$ cat src/rtl/fir_coeff_loader.sv
// Coefficient loader for the polyphase FIR: streams a full coefficient set into a
// shadow bank and then commits the whole bank to the active vector in one cycle.

module fir_coeff_slot #(
    parameter int COEFF_WIDTH = 21,
    parameter int CNT_WIDTH   = 8,
    parameter int IDX         = 0
) (
    input  logic                   clk,
    input  logic                   wr_en,
    input  logic [CNT_WIDTH-1:0]   idx,
    input  logic [COEFF_WIDTH-1:0] wdata,
    output logic [COEFF_WIDTH-1:0] word
);
    logic [COEFF_WIDTH-1:0] word_q;

    // Shadow storage is never reset: a commit only follows a full in-order write.
    always_ff @(posedge clk) begin
        if (wr_en && (idx == CNT_WIDTH'(IDX)))
            word_q <= wdata;
    end

    assign word = word_q;
endmodule

module fir_coeff_loader #(
    parameter int NUM_COEFFS  = 90,
    parameter int COEFF_WIDTH = 21,
    parameter int CNT_WIDTH   = 8
) (
    input  logic                              clk,
    input  logic                              rst_n,
    input  logic                              cfg_valid,
    output logic                              cfg_ready,
    input  logic [COEFF_WIDTH-1:0]            cfg_data,
    input  logic                              cfg_last,
    input  logic                              cfg_abort,
    input  logic                              swap_en,
    output logic [NUM_COEFFS*COEFF_WIDTH-1:0] coeffs,
    output logic                              coeff_update,
    output logic                              pending,
    output logic                              err_short,
    output logic                              err_long
);
    localparam int                   NW       = NUM_COEFFS * COEFF_WIDTH;
    localparam logic [CNT_WIDTH-1:0] LAST_IDX = CNT_WIDTH'(NUM_COEFFS - 1);

    typedef enum logic [1:0] {
        S_IDLE,
        S_LOAD,
        S_PEND
    } state_e;

    state_e                 state_q, state_d;
    logic [CNT_WIDTH-1:0]   idx_q, idx_d;
    logic [NW-1:0]          coeffs_q, coeffs_d;
    logic [NW-1:0]          shadow_flat;
    logic                   update_q, update_d;
    logic                   pending_q, pending_d;
    logic                   short_q, short_d;
    logic                   long_q, long_d;
    logic                   xfer, at_end, wr_en, commit;

    assign cfg_ready = (state_q != S_PEND);
    assign xfer      = cfg_valid & cfg_ready & ~cfg_abort;
    assign at_end    = (idx_q == LAST_IDX);

    for (genvar g = 0; g < NUM_COEFFS; g++) begin : g_slot
        fir_coeff_slot #(
            .COEFF_WIDTH (COEFF_WIDTH),
            .CNT_WIDTH   (CNT_WIDTH),
            .IDX         (g)
        ) u_slot (
            .clk   (clk),
            .wr_en (wr_en),
            .idx   (idx_q),
            .wdata (cfg_data),
            .word  (shadow_flat[g*COEFF_WIDTH +: COEFF_WIDTH])
        );
    end

    // IDLE is LOAD with index 0, so both share one transfer decision.
    always_comb begin
        state_d  = state_q;
        idx_d    = idx_q;
        wr_en    = 1'b0;
        commit   = 1'b0;
        short_d  = 1'b0;
        long_d   = 1'b0;
        if (cfg_abort) begin
            state_d = S_IDLE;
            idx_d   = '0;
        end else begin
            case (state_q)
                S_IDLE, S_LOAD: begin
                    if (xfer) begin
                        idx_d   = '0;
                        state_d = S_IDLE;
                        if (cfg_last && at_end) begin
                            wr_en   = 1'b1;
                            state_d = S_PEND;
                        end else if (cfg_last) begin
                            short_d = 1'b1;
                        end else if (at_end) begin
                            long_d  = 1'b1;
                        end else begin
                            wr_en   = 1'b1;
                            idx_d   = idx_q + CNT_WIDTH'(1);
                            state_d = S_LOAD;
                        end
                    end
                end
                S_PEND: begin
                    if (swap_en) begin
                        commit  = 1'b1;
                        state_d = S_IDLE;
                    end
                end
                default: begin
                    state_d = S_IDLE;
                    idx_d   = '0;
                end
            endcase
        end
    end

    always_comb begin
        coeffs_d  = commit ? shadow_flat : coeffs_q;
        update_d  = commit;
        pending_d = (state_d == S_PEND);
    end

    always_ff @(posedge clk) begin
        if (!rst_n) begin
            state_q   <= S_IDLE;
            idx_q     <= '0;
            coeffs_q  <= '0;
            update_q  <= 1'b0;
            pending_q <= 1'b0;
            short_q   <= 1'b0;
            long_q    <= 1'b0;
        end else begin
            state_q   <= state_d;
            idx_q     <= idx_d;
            coeffs_q  <= coeffs_d;
            update_q  <= update_d;
            pending_q <= pending_d;
            short_q   <= short_d;
            long_q    <= long_d;
        end
    end

    assign coeffs       = coeffs_q;
    assign coeff_update = update_q;
    assign pending      = pending_q;
    assign err_short    = short_q;
    assign err_long     = long_q;
endmodule
$ cat config.mk
export PLATFORM = sky130hd
export DESIGN_NAME = fir_coeff_loader
export DESIGN_NICKNAME = d
export VERILOG_FILES = /design/src/rtl/fir_coeff_loader.sv
export SDC_FILE = /design/constraint.sdc
export NUM_CORES = 2
export LEC_CHECK = 0
export ABC_CLOCK_PERIOD_IN_PS = 8500
export CORE_AREA = 10 10 733 735
export DETAILED_ROUTE_END_ITERATION = 12
export DIE_AREA = 0 0 743 745
export SYNTH_ARGS = -nofsm -noshare
export SYNTH_HDL_FRONTEND = slang
export SYNTH_SLANG_ARGS = --single-unit
$ cat constraint.sdc
create_clock -name clk -period 8.5 [get_ports clk]
set_input_delay 2.55 -clock clk [delete_from_list [all_inputs] [get_ports clk]]
set_output_delay 2.55 -clock clk [all_outputs]
set_load 0.005 [all_outputs]
==> impl_metrics.yaml <==
clock_tree:
  cts_made_buffers: 387
  clock_latency_ns: 0.97
  cts_root_buf: "clkbuf_16"
  ctsHoldBuffers: 0
  clk_pin_slew_worst_paths_ns: 0.06
  post-cts-setup-buffer-count: 0
  htreeDepth: 5
  post_cts_resized: 0
  cts_tree: "built"
  ctsLongestPathBuffers: 4
  cts_num_sinks: 3794
synth:
  synth_edf_count: 1890
  synth_most_common_cell: "nand2_1"
  synth-xor-area-share: 0.000285
  syn_area_sq_um: 123000
  synth-compound-area-share: 0.0778
  synth_seq_area_share: 0.771
  synth_area_leaders: "edfxtp_1 46%, dfxtp_1 31%, nand2_1 12%"
  async_reset_ff_frac: 0
  synth_top_family_by_area: "simple AND/OR/NAND/NOR gates"
  netlist_top_cells_count: "3,793 x nand2_1, 1,904 x dfxtp_1, 1,891 x a21oi_1"
  synth_top_area_share: 0.461
  muxShareOfSynthArea: 0.0000813
  avgSynthCellArea_sq_um: 12.0
  synth_area_leader_cell: "edfxtp_1"
  ys_ff_latch: 3794
  syn_inst: 10300
  syn_nets: 10300
  synth_warnings: 0
  synth_top_flop_cell: "dfxtp_1"
  synth_cell_type_count: 42
  yosys.area_share.adder: 0.000610
  synth-simple-area-share: 0.121
final_layout:
  fin_nets: 12200
  layout.cells.non_filler: 19500
  fin_util: 0.311
  fill_cells: 52700
  area_growth_pct: 32.3
  multi_input_area_sq_um: 25000
  fin_area_sq_um: 163000
  seq_area_sq_um: 94900
  final_layout_size_suffix_gt1_frac: 0.0741
timing:
  rsz0062_at_grt: "false"
  fin_crit_ns: 5.62
  max-slew-margin-rel: 0.107
  hold_viol_final: 0
  worst_pin_slew_ns: 1.34
  holdWs_ns: 0.390
  fin_tns_setup_ns: 0
  setup_viol: 0
  finalCritPeriodShare: 0.661
  fmax_mhz: 178
  drv_slew: 0
  clock_skew_ns: 0.112
route:
  drtPass1Iterations: 6
  drcViolationCount: 0
  wire_per_inst_microns: 24.1
  via_per_inst: 4.36
  drtIter0Drc: 8755
  wl_mm: 470
  ant_nets: 0
  num_vias: 85100
setup_path:
  critPathMaxFanout: 21
  critPathKind: "in2reg"
  startpoint_type: "input pin"
  worstPathRequired_ns: 9.00
  cp-end-kind: "register"
  arrival_ns: 6.11
  ff2ff_path_depth: 9
place:
  hpwlAfterDp_mm: 301
  place_congestion: 0.793
  dp.cells: 18800
  io_buffers: 1921
  place_area_sq_um: 150000
grt:
  grt_max_degree: 208
  antenna_found_initial: 48
  grt_pass1_vias: 80700
  grt_usage: 0.159
  grt_first_pass_wirelength_mm: 637
  overflow: 0
floorplanning:
  die_w_microns: 743
  ioPinCount: 1922
  core_area_sq_um: 523000
  start_util: 0.235
  dieArea_sq_um: 554000
  die_y_microns: 745
  rows: 266
power_and_ir_drop:
  power.leakage_nw: 50.2
  power.density_nw_per_um2: 226
  ir_drop_mv: 0.189
run:
  maxCapViolations: 0
min_path:
  min-delay-path-class: "reg2reg"
  hold_depth: 2
status:
  status: "complete, no violations"
-- worst paths after layout --
check | from | end | slack (ns)
max | cfg_last | g_slot[72].u_slot.word[2] | 2.88
min | g_slot[46].u_slot.word[19] | coeffs[985] | 0.39
max reg2reg | idx_q[3] | g_slot[72].u_slot.word[2] | 3.97
min reg2reg | g_slot[46].u_slot.word[19] | coeffs[985] | 0.39
-- kinds of logic (layout without fill, tap and decap cells) --
kind of cell / Yosys count / count (layout)
compound gates: 1905 / 1905
xor+xnor: 4 / 4
buf+inv: 650 / 2871
other cells: 0 / 16
mux: 1 / 1
flops: 3794 / 3794
simple gates: 3935 / 3935
fa+ha+maj: 6 / 6
-- cell usage in the layout (no fill, tap or decap), types with 4 or more instances in the layout --
master and count:
and2_1 4, clkinv_2 57, nor3_1 5, nand2_1 3785, bufinv_16 14, nand3_2 5, clkbuf_16 388, buf_6 21
inv_16 6, clkdlybuf4s50_1 1900, dfxtp_1 1904, nor2_4 17, a21oi_1 1891, buf_4 171, nand2_2 8, buf_12 45
ha_1 6, nor2_1 11, nor2_2 73, diode_2 16, inv_6 11, inv_8 5, nand3_1 5, clkinv_16 15
edfxtp_1 1890, inv_1 6, clkinv_1 19, clkbuf_8 67, clkbuf_1 133, clkinvlp_4 7
-- flip-flops by register name, summed over array words and instances, names as in the netlist --
name                count
err_short               1
state_q                 2
idx_q                   8
pending                 1
err_long                1
coeffs               1890
coeff_update            1
g_slot.u_slot.word   1890
-- layout make-up --
cell class / instances / area share
clock inverter: 139 / 0.00991
tap: 6968 / 0.0535
inverter: 7 / 0.000207
sequential: 3794 / 0.583
timing repair buffer: 2137 / 0.132
multi-input combinational: 5851 / 0.153
clock buffer: 588 / 0.0684
antenna: 16 / 0.000246
-- stage by stage --
stage               power (mW)  worst slack [ns]
floorplan                 19.7              3.29
global placement          20.2              1.74
detailed placement        20.2              1.67
CTS                       37.2              2.78
global route              37.9              2.68
finish                    36.8              2.88
-- critical path: stages --
cell and delay (ns):
clkdlybuf4s50_1 0.68, inv_1 0.14, ha_1 0.34, nor4b_2 0.28, buf_4 0.24, and2_1 0.36
nand2_2 0.26, buf_4 0.29, nor2_2 0.93
-- layer usage --
layer	global-route usage	part of all wire	wire length, microns
met2	0.260	0.47	219000
met4	0.0543	0.036	16700
met5	0	0.000045	21
met1	0.203	0.41	190000
met3	0.0427	0.094	44200
-- report_power, final --
part | switching (mW) | internal (mW) | leakage (nW)
sequential | 0.00130 | 19.2 | 32.3
combinational | 0.567 | 0.0569 | 11.7
clock | 7.45 | 9.57 | 6.21
Power figures use the tool's default switching activity.
